<file path="src/rtl/demux_stream.sv">
// Registered 1:NCH stream demultiplexer: per-channel one-entry output register,
// unicast/broadcast routing, sticky out-of-range select flag and saturating drop counter.
module demux_stream #(
    parameter int WIDTH     = 8,
    parameter int NCH       = 4,
    parameter int SELW      = $clog2(NCH),
    parameter int ZERO_IDLE = 1,
    parameter int CNTW      = 8
) (
    input  logic                   clk,
    input  logic                   rst,
    input  logic                   in_valid,
    output logic                   in_ready,
    input  logic [WIDTH-1:0]       in_data,
    input  logic [SELW-1:0]        in_sel,
    input  logic                   in_bcast,
    output logic [NCH-1:0]         out_valid,
    input  logic [NCH-1:0]         out_ready,
    output logic [NCH*WIDTH-1:0]   out_data,
    output logic [CNTW-1:0]        drop_cnt,
    output logic                   sel_err
);

    localparam logic [SELW:0] NCH_W = (SELW+1)'(NCH);

    logic [NCH-1:0]   valid_q, valid_d;
    logic [NCH-1:0]   free;
    logic [NCH-1:0]   load;
    logic [WIDTH-1:0] data_q [NCH];
    logic [WIDTH-1:0] data_d [NCH];
    logic [CNTW-1:0]  drop_q, drop_d;
    logic             err_q, err_d;
    logic             sel_oob;
    logic             accept;

    // A channel can take a new word if empty or being drained this cycle.
    assign free    = ~valid_q | out_ready;
    assign sel_oob = ({1'b0, in_sel} >= NCH_W);

    always_comb begin
        in_ready = 1'b0;
        if (in_bcast)
            in_ready = &free;
        else if (sel_oob)
            in_ready = 1'b1;
        else
            in_ready = free[in_sel];
    end

    assign accept = in_valid & in_ready;

    always_comb begin
        valid_d = valid_q;
        load    = '0;
        for (int k = 0; k < NCH; k++) begin
            data_d[k] = data_q[k];
            load[k]   = accept & (in_bcast | (!sel_oob && in_sel == SELW'(k)));
            if (load[k]) begin
                valid_d[k] = 1'b1;
                data_d[k]  = in_data;
            end else if (valid_q[k] && out_ready[k]) begin
                valid_d[k] = 1'b0;
                if (ZERO_IDLE != 0)
                    data_d[k] = '0;
            end
        end
    end

    // Out-of-range unicast words are swallowed and accounted for here.
    always_comb begin
        drop_d = drop_q;
        err_d  = err_q;
        if (accept && !in_bcast && sel_oob) begin
            err_d = 1'b1;
            if (drop_q != '1)
                drop_d = drop_q + 1'b1;
        end
    end

    always_ff @(posedge clk or posedge rst) begin
        if (rst) begin
            valid_q <= '0;
            drop_q  <= '0;
            err_q   <= 1'b0;
            for (int k = 0; k < NCH; k++)
                data_q[k] <= '0;
        end else begin
            valid_q <= valid_d;
            drop_q  <= drop_d;
            err_q   <= err_d;
            for (int k = 0; k < NCH; k++)
                data_q[k] <= data_d[k];
        end
    end

    always_comb begin
        out_data = '0;
        for (int k = 0; k < NCH; k++)
            out_data[k*WIDTH +: WIDTH] = data_q[k];
    end

    assign out_valid = valid_q;
    assign drop_cnt  = drop_q;
    assign sel_err   = err_q;

endmodule

</file>
<file path="config.mk">
export PLATFORM = sky130hd
export DESIGN_NAME = demux_stream
export DESIGN_NICKNAME = d
export VERILOG_FILES = /design/src/rtl/demux_stream.sv
export SDC_FILE = /design/constraint.sdc
export NUM_CORES = 1
export LEC_CHECK = 0
export ABC_AREA = 1
export CAP_MARGIN = 10
export CORE_MARGIN = 2
export CORE_UTILIZATION = 48
export CTS_CLUSTER_DIAMETER = 30
export DETAILED_ROUTE_END_ITERATION = 8
export PLACE_DENSITY = 0.85
export SLEW_MARGIN = 15
export SYNTH_ARGS = -nofsm -noshare
export SYNTH_HDL_FRONTEND = slang
export SYNTH_SLANG_ARGS = --single-unit
</file>
<file path="constraint.sdc">
create_clock -name clk -period 5.8 [get_ports clk]
set_clock_uncertainty 0.2 [all_clocks]
set_input_delay 1.74 -clock clk [delete_from_list [all_inputs] [get_ports clk]]
set_output_delay 1.74 -clock clk [all_outputs]
set_load 0.01 [all_outputs]
</file>
==> metrics.md <==
| Metric | Value |
|---|---|
| Status | finished, final reports clean |
| Max-slew violations | 0 |
| Area growth, synth to finish | 35.2% |
| FFs w/ async S/R, synth | 100% |
| CTS Buffer Depth | 2 |
| RSZ-0062 raised after global routing | no |
| Clock latency on the worst-skew pair | 0.29 ns |
| Root buffer cell | clkbuf_8 |
| Max Freq | between 0.15 and 0.2 GHz |
| Clk slew on worst S/H paths | roughly 0.06 ns |
| Initial drt markers | 132 |
| Vias per cell | roughly 5.4 |
| DIE HEIGHT | ~65 um |
| Total GRT Usage | 22.8% |
| Routed wire length | roughly 4300 um |
| DR WL/cell | 14.5 um |
| Clock Sink Count | 36 |
| Core Box Area | 3610 sq um |
| Post-CTS sizing | 0 |
| Sw Ratio | between 30% and 40% |
| Sequential cell fraction of total power | approximately two fifths |
| Starting density of the core | 49.0% |
| Crit-path max cell delay | ~0.67 ns |
| Critical path cell sequence | clkdlybuf4s50_1, nor2_1, nand2_1, nand2_1, nor3_4, clkdlybuf4s50_1 |
| CP Launch Type | primary input |
| DP Wirelength | roughly 3000 um |
| Cell variety after synth | 22 |
| GP Congestion | ~0.82 |
| Port bufs | 54 |
| Syn Inst Count | 192 |
| Leak | around 0.0012 uW |
| Power Internal | around 560 uW |
| Vias in the first global route | between 1000 and 1500 |
| Setup bufs post-CTS | 0 |
| Critical path class | primary input to primary output |
| DIE AREA | about 4200 sq um |
| Vias | approximately 1600 |
| Largest net degree at the start of global routing | 37 |
| Peak VDD IR | roughly 0.00017 V |
| # hold bufs at CTS | 0 |
| Switching component of the power | 259 uW |
| Setup TNS | 0 ns |
| Cts bufs inserted | 5 |
| Die X | 64.6 um |
| Syn Std Cell Area | around 1800 sq um |
| Antenna cells | 0 |
| Mean Syn Cell Area | a little over 9 sq um |
| Layout Nets | around 270 |
| Sequential fraction of the synthesis area | 51.0% |
| Synthesized flop and latch total | 36 |
| Layout cells sized above 1 | about 10% |
| Crit-path slowest cell | clkdlybuf4s50_1 |
| CTS tree | built |
| Min cycle time layout | between 5 and 6 ns |
| CP Capture Type | primary output |
| # IOs | 64 |
| Logic pwr share | 35.2% |
| First drt pass iteration count | 4 |
| Antenna violations before repair | 0 |
| Clock power share | between 20% and 30% |
| Total gr overflow | 0 |
| Antenna viol nets, final | 0 |
| Post-synth EDFFs | 0 |
| DRC violations left | 0 |
| Global-route wire length before repair | roughly 7200 um |
| Max_cap viols | 0 |
| Max FO, Critical Path | 6 |
| Hold Crit Class | flip-flop to flip-flop |
| Final Hold Vio Count | 0 |
| Top_reg_cell synth | dfrtp_1 |
| Tcrit/Tclk final | a little over nine tenths |
| Ys Warns | 0 |
| Final setup viols | 0 |
| Critical path required time | roughly 3.9 ns |
| P per Cell Area | ~340 nW/um^2 |
| FP Rows | 22 |
| Final core area utilization | 66.2% |
| Crit path DAT | 3.49 ns |
| H-tree levels | 2 |
-- Yosys cell counts, types with 3 or more instances --
cell     count  area [sq um]
buf_6        3          33.8
dfrtp_1     36           901
nand4_2      4          50.1
inv_1        6          22.5
nor2_1       4          15.0
buf_4       10          75.1
nand4_1     33           206
nand3_1     32           160
nand2_1     45           169
buf_2        3          15.0
-- cell usage in the layout (no fill, tap or decap) --
master,instances
a21oi_1,1
buf_4,3
clkbuf_8,7
clkdlybuf4s50_1,54
clkinv_2,1
conb_1,9
dfrtp_1,36
inv_1,6
inv_2,2
nand2_1,45
nand2_2,2
nand2_4,2
nand3_1,32
nand4_1,33
nand4_2,4
nor2_1,4
nor2_2,1
nor3_4,1
o21ai_0,2
o21ai_2,1
o21ai_4,1
-- sequential cells by signal (all words and copies together) (netlist names) --
register / flops
out_data: 32
out_valid: 4
-- power by group through the flow --
stage / registers [uW] / logic (uW) / clock network, uW
floorplan: 370 / 117 / 0
global placement: 345 / 282 / 0
detailed placement: 346 / 287 / 0
CTS: 341 / 290 / 192
global route: 349 / 317 / 207
finish: 341 / 288 / 189
-- through the flow --
stage                     setup slack (ns)  instance area (sq um)  instances  hold slack (ns)  power [uW]
after floorplan                       1.29                   1800        200            0.336         487
after global placement               0.414                   2290        288            0.284         626
after detailed placement             0.373                   2290        288            0.287         633
after CTS                            0.371                   2390        295            0.302         823
after global routing                 0.310                   2390        295            0.324         872
final                                0.370                   2390        295            0.301         818
-- per-layer routing --
metal / global-route usage [%] / share of wire, % / wire, um
met5: 0 / 0 / 0
met3: 6.08 / 8.5 / 362
met4: 7.18 / 1.0 / 43
met2: 34.8 / 49 / 2080
met1: 31.9 / 42 / 1790
-- worst max-delay path, delay by kind of cell --
kind                   cells  cell delay, ns
and+or+nand+nor            4            0.52
buffers and inverters      2            1.23
-- layout make-up --
| class | count | area, sq um |
|---|---|---|
| clock buffer | 7 | 96.3 |
| tap | 48 | 60.1 |
| multi-input combinational | 138 | 732 |
| sequential | 36 | 901 |
| fill | 295 | 1220 |
| inverter | 9 | 35.0 |
| timing repair buffer | 57 | 563 |
-- final timing paths --
kind,startpoint,end,slack [ns],cells past startpoint
max,in_sel[0],in_ready,0.37,6
min,out_data[12],out_data[12],0.30,2
max reg2reg,out_valid[2],out_data[25],4.04,8
min reg2reg,out_data[12],out_data[12],0.30,2
max in group asynchronous,rst,out_data[10],3.42,3
min in group asynchronous,rst,out_data[3],1.65,3
-- kinds of logic (layout without fill, tap and decap cells) --
kind of cell	after synthesis	in the layout	share of synthesized area (%)
and+or+nand+nor	124	124	37.3
DFF	36	36	51.0
buffers and inverters	26	73	9.21
AOI/OAI and AO/OA	5	5	2.27
other	1	9	0.212
No activity file was read; power rests on OpenSTA's default activity.
